### config.mk
export PLATFORM = sky130hd
export DESIGN_NAME = bus_router
export DESIGN_NICKNAME = d
export VERILOG_FILES = /design/src/rtl/bus_router.sv
export SDC_FILE = /design/constraint.sdc
export NUM_CORES = 1
export LEC_CHECK = 0
export CORE_AREA = 2 2 121 123
export DETAILED_ROUTE_END_ITERATION = 8
export DIE_AREA = 0 0 123 125
export GPL_ROUTABILITY_DRIVEN = 0
export HOLD_SLACK_MARGIN = 0.02
export PLACE_DENSITY = 0.87
export SLEW_MARGIN = 10
export SYNTH_ARGS = -nofsm -noshare
export SYNTH_HDL_FRONTEND = slang
export SYNTH_SLANG_ARGS = --single-unit
### constraint.sdc
create_clock -name clk -period 2.2 [get_ports clk]
set_input_delay 0.55 -clock clk [delete_from_list [all_inputs] [get_ports clk]]
set_output_delay 0.55 -clock clk [all_outputs]
set_load 0.05 [all_outputs]
### src/rtl/bus_router.sv
// bus_router: one master to N_SLAVES slaves on the Vermicel valid/ready bus.
// A slave index is decoded from address bits [SEL_LSB +: SEL_BITS]. The request
// is registered and forwarded to exactly one slave, and that slave's read data
// is returned one cycle after it is ready. Unmapped accesses are answered with
// ERR_DATA and an m_err pulse. Slave IRQs are merged into one registered line.
// Optional feature macro: BUS_ROUTER_TIMEOUT_EN. When it is defined, a slave
// that stalls for TIMEOUT cycles is abandoned and an error response is returned.
module bus_router #(
   parameter int N_SLAVES = 4,
   parameter int WIDTH    = 32,
   parameter int SEL_LSB  = 28,
   parameter int TIMEOUT  = 255,
   parameter logic [WIDTH-1:0] ERR_DATA = WIDTH'(32'hDEAD_BEEF)
) (
   input  logic                      clk,
   input  logic                      reset,
   input  logic                      m_valid,
   input  logic [WIDTH-1:0]          m_address,
   input  logic [WIDTH/8-1:0]        m_wstrobe,
   input  logic [WIDTH-1:0]          m_wdata,
   output logic                      m_ready,
   output logic [WIDTH-1:0]          m_rdata,
   output logic                      m_irq,
   output logic                      m_err,
   output logic [N_SLAVES-1:0]       s_valid,
   output logic [WIDTH-1:0]          s_address,
   output logic [WIDTH/8-1:0]        s_wstrobe,
   output logic [WIDTH-1:0]          s_wdata,
   input  logic [N_SLAVES-1:0]       s_ready,
   input  logic [N_SLAVES*WIDTH-1:0] s_rdata,
   input  logic [N_SLAVES-1:0]       s_irq
);

   localparam int SEL_BITS = (N_SLAVES > 1) ? $clog2(N_SLAVES) : 1;

   typedef enum logic [1:0] {IDLE, ACCESS, RESPOND} state_t;

   state_t              state_q, state_d;
   logic [WIDTH-1:0]    addr_q, addr_d;
   logic [WIDTH-1:0]    wdata_q, wdata_d;
   logic [WIDTH/8-1:0]  wstrb_q, wstrb_d;
   logic [WIDTH-1:0]    rdata_q, rdata_d;
   logic [SEL_BITS-1:0] idx_q, idx_d;
   logic                err_q, err_d;
   logic                irq_q;

   logic [SEL_BITS-1:0] req_sel;
   logic                req_mapped;
   logic                sel_ready;
   logic [WIDTH-1:0]    sel_rdata;
   logic                timeout_hit;

   // Index field of the incoming address; the extra zero bit keeps the compare
   // correct when N_SLAVES fills the whole field.
   assign req_sel    = m_address[SEL_LSB +: SEL_BITS];
   assign req_mapped = {1'b0, req_sel} < (SEL_BITS+1)'(N_SLAVES);

   // One-hot slave request, decoded from the latched index while in ACCESS.
   generate
      for (genvar gi = 0; gi < N_SLAVES; gi++) begin : g_sel
         assign s_valid[gi] = (state_q == ACCESS) && (idx_q == SEL_BITS'(gi));
      end
   endgenerate

   // Only the selected slave's ready counts; all other ready bits are masked.
   assign sel_ready = |(s_ready & s_valid);

   // Read-data mux driven by the latched index.
   always_comb begin
      sel_rdata = '0;
      for (int k = 0; k < N_SLAVES; k++) begin
         if (idx_q == SEL_BITS'(k)) sel_rdata = s_rdata[k*WIDTH +: WIDTH];
      end
   end

`ifdef BUS_ROUTER_TIMEOUT_EN
   logic [15:0] cnt_q, cnt_d;
   assign timeout_hit = (cnt_q == 16'(TIMEOUT));

   // Stall counter; cleared when ACCESS is entered.
   always_ff @(posedge clk or negedge reset) begin
      if (!reset) cnt_q <= '0;
      else        cnt_q <= cnt_d;
   end
`else
   assign timeout_hit = 1'b0;
`endif

   // Next-state and datapath logic for the IDLE/ACCESS/RESPOND sequence.
   always_comb begin
      state_d = state_q;
      addr_d  = addr_q;
      wdata_d = wdata_q;
      wstrb_d = wstrb_q;
      rdata_d = rdata_q;
      idx_d   = idx_q;
      err_d   = err_q;
`ifdef BUS_ROUTER_TIMEOUT_EN
      cnt_d   = cnt_q;
`endif
      case (state_q)
         IDLE: begin
            if (m_valid) begin
               addr_d  = m_address;
               wdata_d = m_wdata;
               wstrb_d = m_wstrobe;
               if (req_mapped) begin
                  idx_d   = req_sel;
                  err_d   = 1'b0;
                  state_d = ACCESS;
`ifdef BUS_ROUTER_TIMEOUT_EN
                  cnt_d   = '0;
`endif
               end else begin
                  rdata_d = ERR_DATA;
                  err_d   = 1'b1;
                  state_d = RESPOND;
               end
            end
         end
         ACCESS: begin
            // A ready arriving on the timeout cycle takes priority.
            if (sel_ready) begin
               rdata_d = sel_rdata;
               err_d   = 1'b0;
               state_d = RESPOND;
            end else if (timeout_hit) begin
               rdata_d = ERR_DATA;
               err_d   = 1'b1;
               state_d = RESPOND;
            end else begin
`ifdef BUS_ROUTER_TIMEOUT_EN
               cnt_d   = cnt_q + 16'd1;
`endif
            end
         end
         RESPOND: state_d = IDLE;
         default: state_d = IDLE;
      endcase
   end

   // State and payload registers; reset aborts any transaction in flight.
   always_ff @(posedge clk or negedge reset) begin
      if (!reset) begin
         state_q <= IDLE;
         addr_q  <= '0;
         wdata_q <= '0;
         wstrb_q <= '0;
         rdata_q <= '0;
         idx_q   <= '0;
         err_q   <= 1'b0;
      end else begin
         state_q <= state_d;
         addr_q  <= addr_d;
         wdata_q <= wdata_d;
         wstrb_q <= wstrb_d;
         rdata_q <= rdata_d;
         idx_q   <= idx_d;
         err_q   <= err_d;
      end
   end

   // Interrupt merge; it runs independently of the FSM, with one cycle of latency.
   always_ff @(posedge clk or negedge reset) begin
      if (!reset) irq_q <= 1'b0;
      else        irq_q <= |s_irq;
   end

   assign m_ready   = (state_q == RESPOND);
   assign m_err     = (state_q == RESPOND) && err_q;
   assign m_rdata   = rdata_q;
   assign m_irq     = irq_q;
   assign s_address = addr_q;
   assign s_wstrobe = wstrb_q;
   assign s_wdata   = wdata_q;

endmodule

==> qor.csv <==
stage;metric;value;unit
synthesis;register area share after synthesis;55.4;%
synthesis;Synth Instances;271;
synthesis;Synth cell types;23;
global_route;vias in the first global route;4168;
power;switching power;6.38;mW
hold_path;HP Class;primary input to async pin;
power;combinational fraction of design power;64.0;%
synthesis;main combinational cell family by area after synthesis;multiplexers;
clock_tree;# resized after CTS;0;
sta;Fin. Hold Viols;0;
synthesis;synthesized flop and latch total;103;
route;Detailed Routing Iterations Pass 1;4;
global_route;initial antenna violation count;0;
setup_path;worst-path fanout max;2;
power;Net Sw Frac;45.8;%
synthesis;Synth Area in XOR/XNOR;0;%
placed_design;post-DP HPWL;11600;um
setup_path;Crit Path Class;register to output pin;
setup_path;CP startpoint kind;register;
clock_tree;CTS tree;built;
sta;Slew Limit Headroom;63.1;%
die;Die Width;123;um
route;initial DRC count;95;
power;leak pwr;3.32;nW
die;effective utilization at floorplan;32.7;%
die;I/O Pins;314;
route;final WL;14700;um
sta;fin crit share;95.1;%
global_route;first-pass GRT wire length;22200;um
clock_tree;post-CTS setup repair buffer count;0;
setup_path;R2R Setup Slk;0.40;ns
placed_design;dpl cell area;8140;um^2
clock_tree;total CTS buffers;9;
synthesis;syn_area_per_cell;17.2;um^2
setup_path;critical path depth in cells;1;
setup_path;crit path capture type;output pin;
power;Flop pwr share;24.8;%
global_route;remaining global-route overflow;0;
setup_path;CP peak stage delay;0.82;ns
die;die area;15400;um^2
setup_path;reg-to-reg endpoint;m_rdata[12];
power;PD cells;1650;nW/um^2
clock_tree;CTS clock-pin slew for the worst setup and hold paths;0.07;ns
route;post-route ant nets;0;
synthesis;Yosys top cell area share;55.4;%
layout;antenna fix cells;0;
die;Core Region;14200;um^2
layout;commonest non-fill, non-tap cells in the layout;304 x clkdlybuf4s50_1, 102 x dfrtp_1, 98 x mux2_2, 32 x mux4_2, 12 x buf_4;
clock_tree;root buf cell;clkbuf_16;
setup_path;CP Cell Sequence;clkdlybuf4s50_1;
global_route;pin count of the biggest net entering global routing;59;
route;via count;3674;
layout;area delta synth->final;81.3;%
layout;Non-Filler Instances;778;
layout;Final nets;797;
setup_path;crit path from;s_address[3];
setup_path;Reg-to-Reg Start;state_q[0];
synthesis;area of the mapped netlist;4650;um^2
sta;RSZ-0062 raised after global routing;false;
route;DRC viols;0;
layout;post-route cell area;8430;um^2
synthesis;synth top area cells;dfrtp_1 55%, mux2_2 24%, mux4_2 15%;
setup_path;Setup crit end;s_address[3];
sta;Slew @ Worst Pin;0.552;ns
synthesis;post-synth top area cell;dfrtp_1;
layout;Fill cells;1104;
setup_path;Data arrival, critical path;1.54;ns
setup_path;FF-to-FF path depth;4;
synthesis;Syn Nets;478;
clock_tree;Post-CTS Hold Buffers;0;
setup_path;Buf/Inv on CP;1;
synthesis;Synth Area in Simple Gates;1.40;%
route;Avg WL per Cell;18.9;um
placed_design;Inst Count DP;763;
power;total power;13.9;mW
global_route;All-Layer GR Usage;19.0;%
synthesis;complex-gate fraction of the synthesized area;0.699;%
route;Via density;4.72;
die;row count;44;
synthesis;Post-Synth Adder-Cell Area;0;%
clock_tree;H-tree depth;3;
sta;clk_skew;0.00741;ns
clock_tree;Longest Clk Path Bufs;2;
die;Die Ht;125;um
sta;Tmin final;2.09;ns
setup_path;WP data required;1.65;ns
sta;setup violators final;0;
clock_tree;clk sink count;103;
layout;fraction of layout instances using a drive strength above 1;29.3;%
power;Clock power frac;11.2;%
setup_path;delay-heaviest family, CP;buffers and inverters;
sta;final max-slew violation count;0;
clock_tree;clk_lat worst skew;0.34;ns
synthesis;Syn. warnings;0;
setup_path;CP max stage cell;clkdlybuf4s50_1;
layout;most common cell after layout, fill and taps aside;clkdlybuf4s50_1;
sta;Max Freq;478;MHz
power;P_int;7.56;mW
outcome;status;finished clean;
run;Max-cap violations;0;
synthesis;post-synthesis mux area share;39.9;%
power;Max VDD drop;1030;uV
placed_design;port buffer count;312;
how the worst min path moves through the flow:
stage	endpoint	slack (ns)	depth (start not counted)
finish	s_wdata[17]	0.12	1
CTS	m_rdata[4]	0.11	1
detailed placement	m_rdata[4]	0.48	1
global placement	m_rdata[4]	0.47	1
global route	m_rdata[4]	0.12	1
floorplan	m_irq	0.25	0
synth_stat cells:
library cell,count
nor2_1,4
nor3b_1,1
o22ai_4,1
buf_2,12
o21bai_1,1
buf_1,1
or4_1,1
nand2_1,1
mux2i_1,2
nor2b_1,1
inv_1,1
clkbuf_1,2
o21ai_0,1
or3b_4,1
nand2b_1,1
mux4_2,32
dfrtp_1,103
conb_1,1
mux2_1,1
mux2_2,98
nand3b_1,1
buf_4,1
buf_6,3
registers in the layout, indices dropped and copies added, names as in the netlist:
register	count
s_wdata	32
s_wstrobe	4
s_address	32
state_q	2
m_irq	1
m_rdata	32
layout make-up:
cell class              count  area [um^2]  area share, %
multi-input cells         148         1980           23.4
repair buffers            327         3350           39.8
flip-flops and latches    103         2580           30.6
clock buffers              12          246           2.92
well taps                 184          230           2.73
inverters                   1         3.75         0.0445
clock inverters             3         43.8          0.519
cells by family (layout without fill, tap and decap cells):
family	after synthesis	in the layout
mux	133	133
flops	103	103
buf+inv	20	343
simple gates	11	11
compound gates	3	3
other cells	1	1
power by group through the flow:
stage,Combinational (mW),Sequential [mW],Clock [mW]
after floorplan,2.54,6.70,0
after detailed placement,8.99,3.48,0
after CTS,9.02,3.47,1.63
final,8.92,3.46,1.57
after global placement,8.83,3.43,0
after global routing,9.27,3.59,1.70
through the flow:
stage | setup slack, ns | utilization (%) | hold WS (ns) | setup TNS, ns
floorplan | -0.0539 | - | 0.254 | -0.0539
global placement | 0.105 | 57.3 | 0.474 | 0
detailed placement | 0.0796 | 57.3 | 0.480 | 0
CTS | 0.0867 | 59.4 | 0.106 | 0
global route | 0.0426 | 59.4 | 0.116 | 0
finish | 0.107 | 59.4 | 0.116 | 0
metal layers:
layer	part of all wire (%)	track usage, %	wire length [um]
met5	0	0	0
met3	8.2	4.74	1210
met1	37	21.0	5400
met4	2.3	7.35	338
met2	53	34.6	7780
Note: power is estimated with default switching activity, not from simulation.
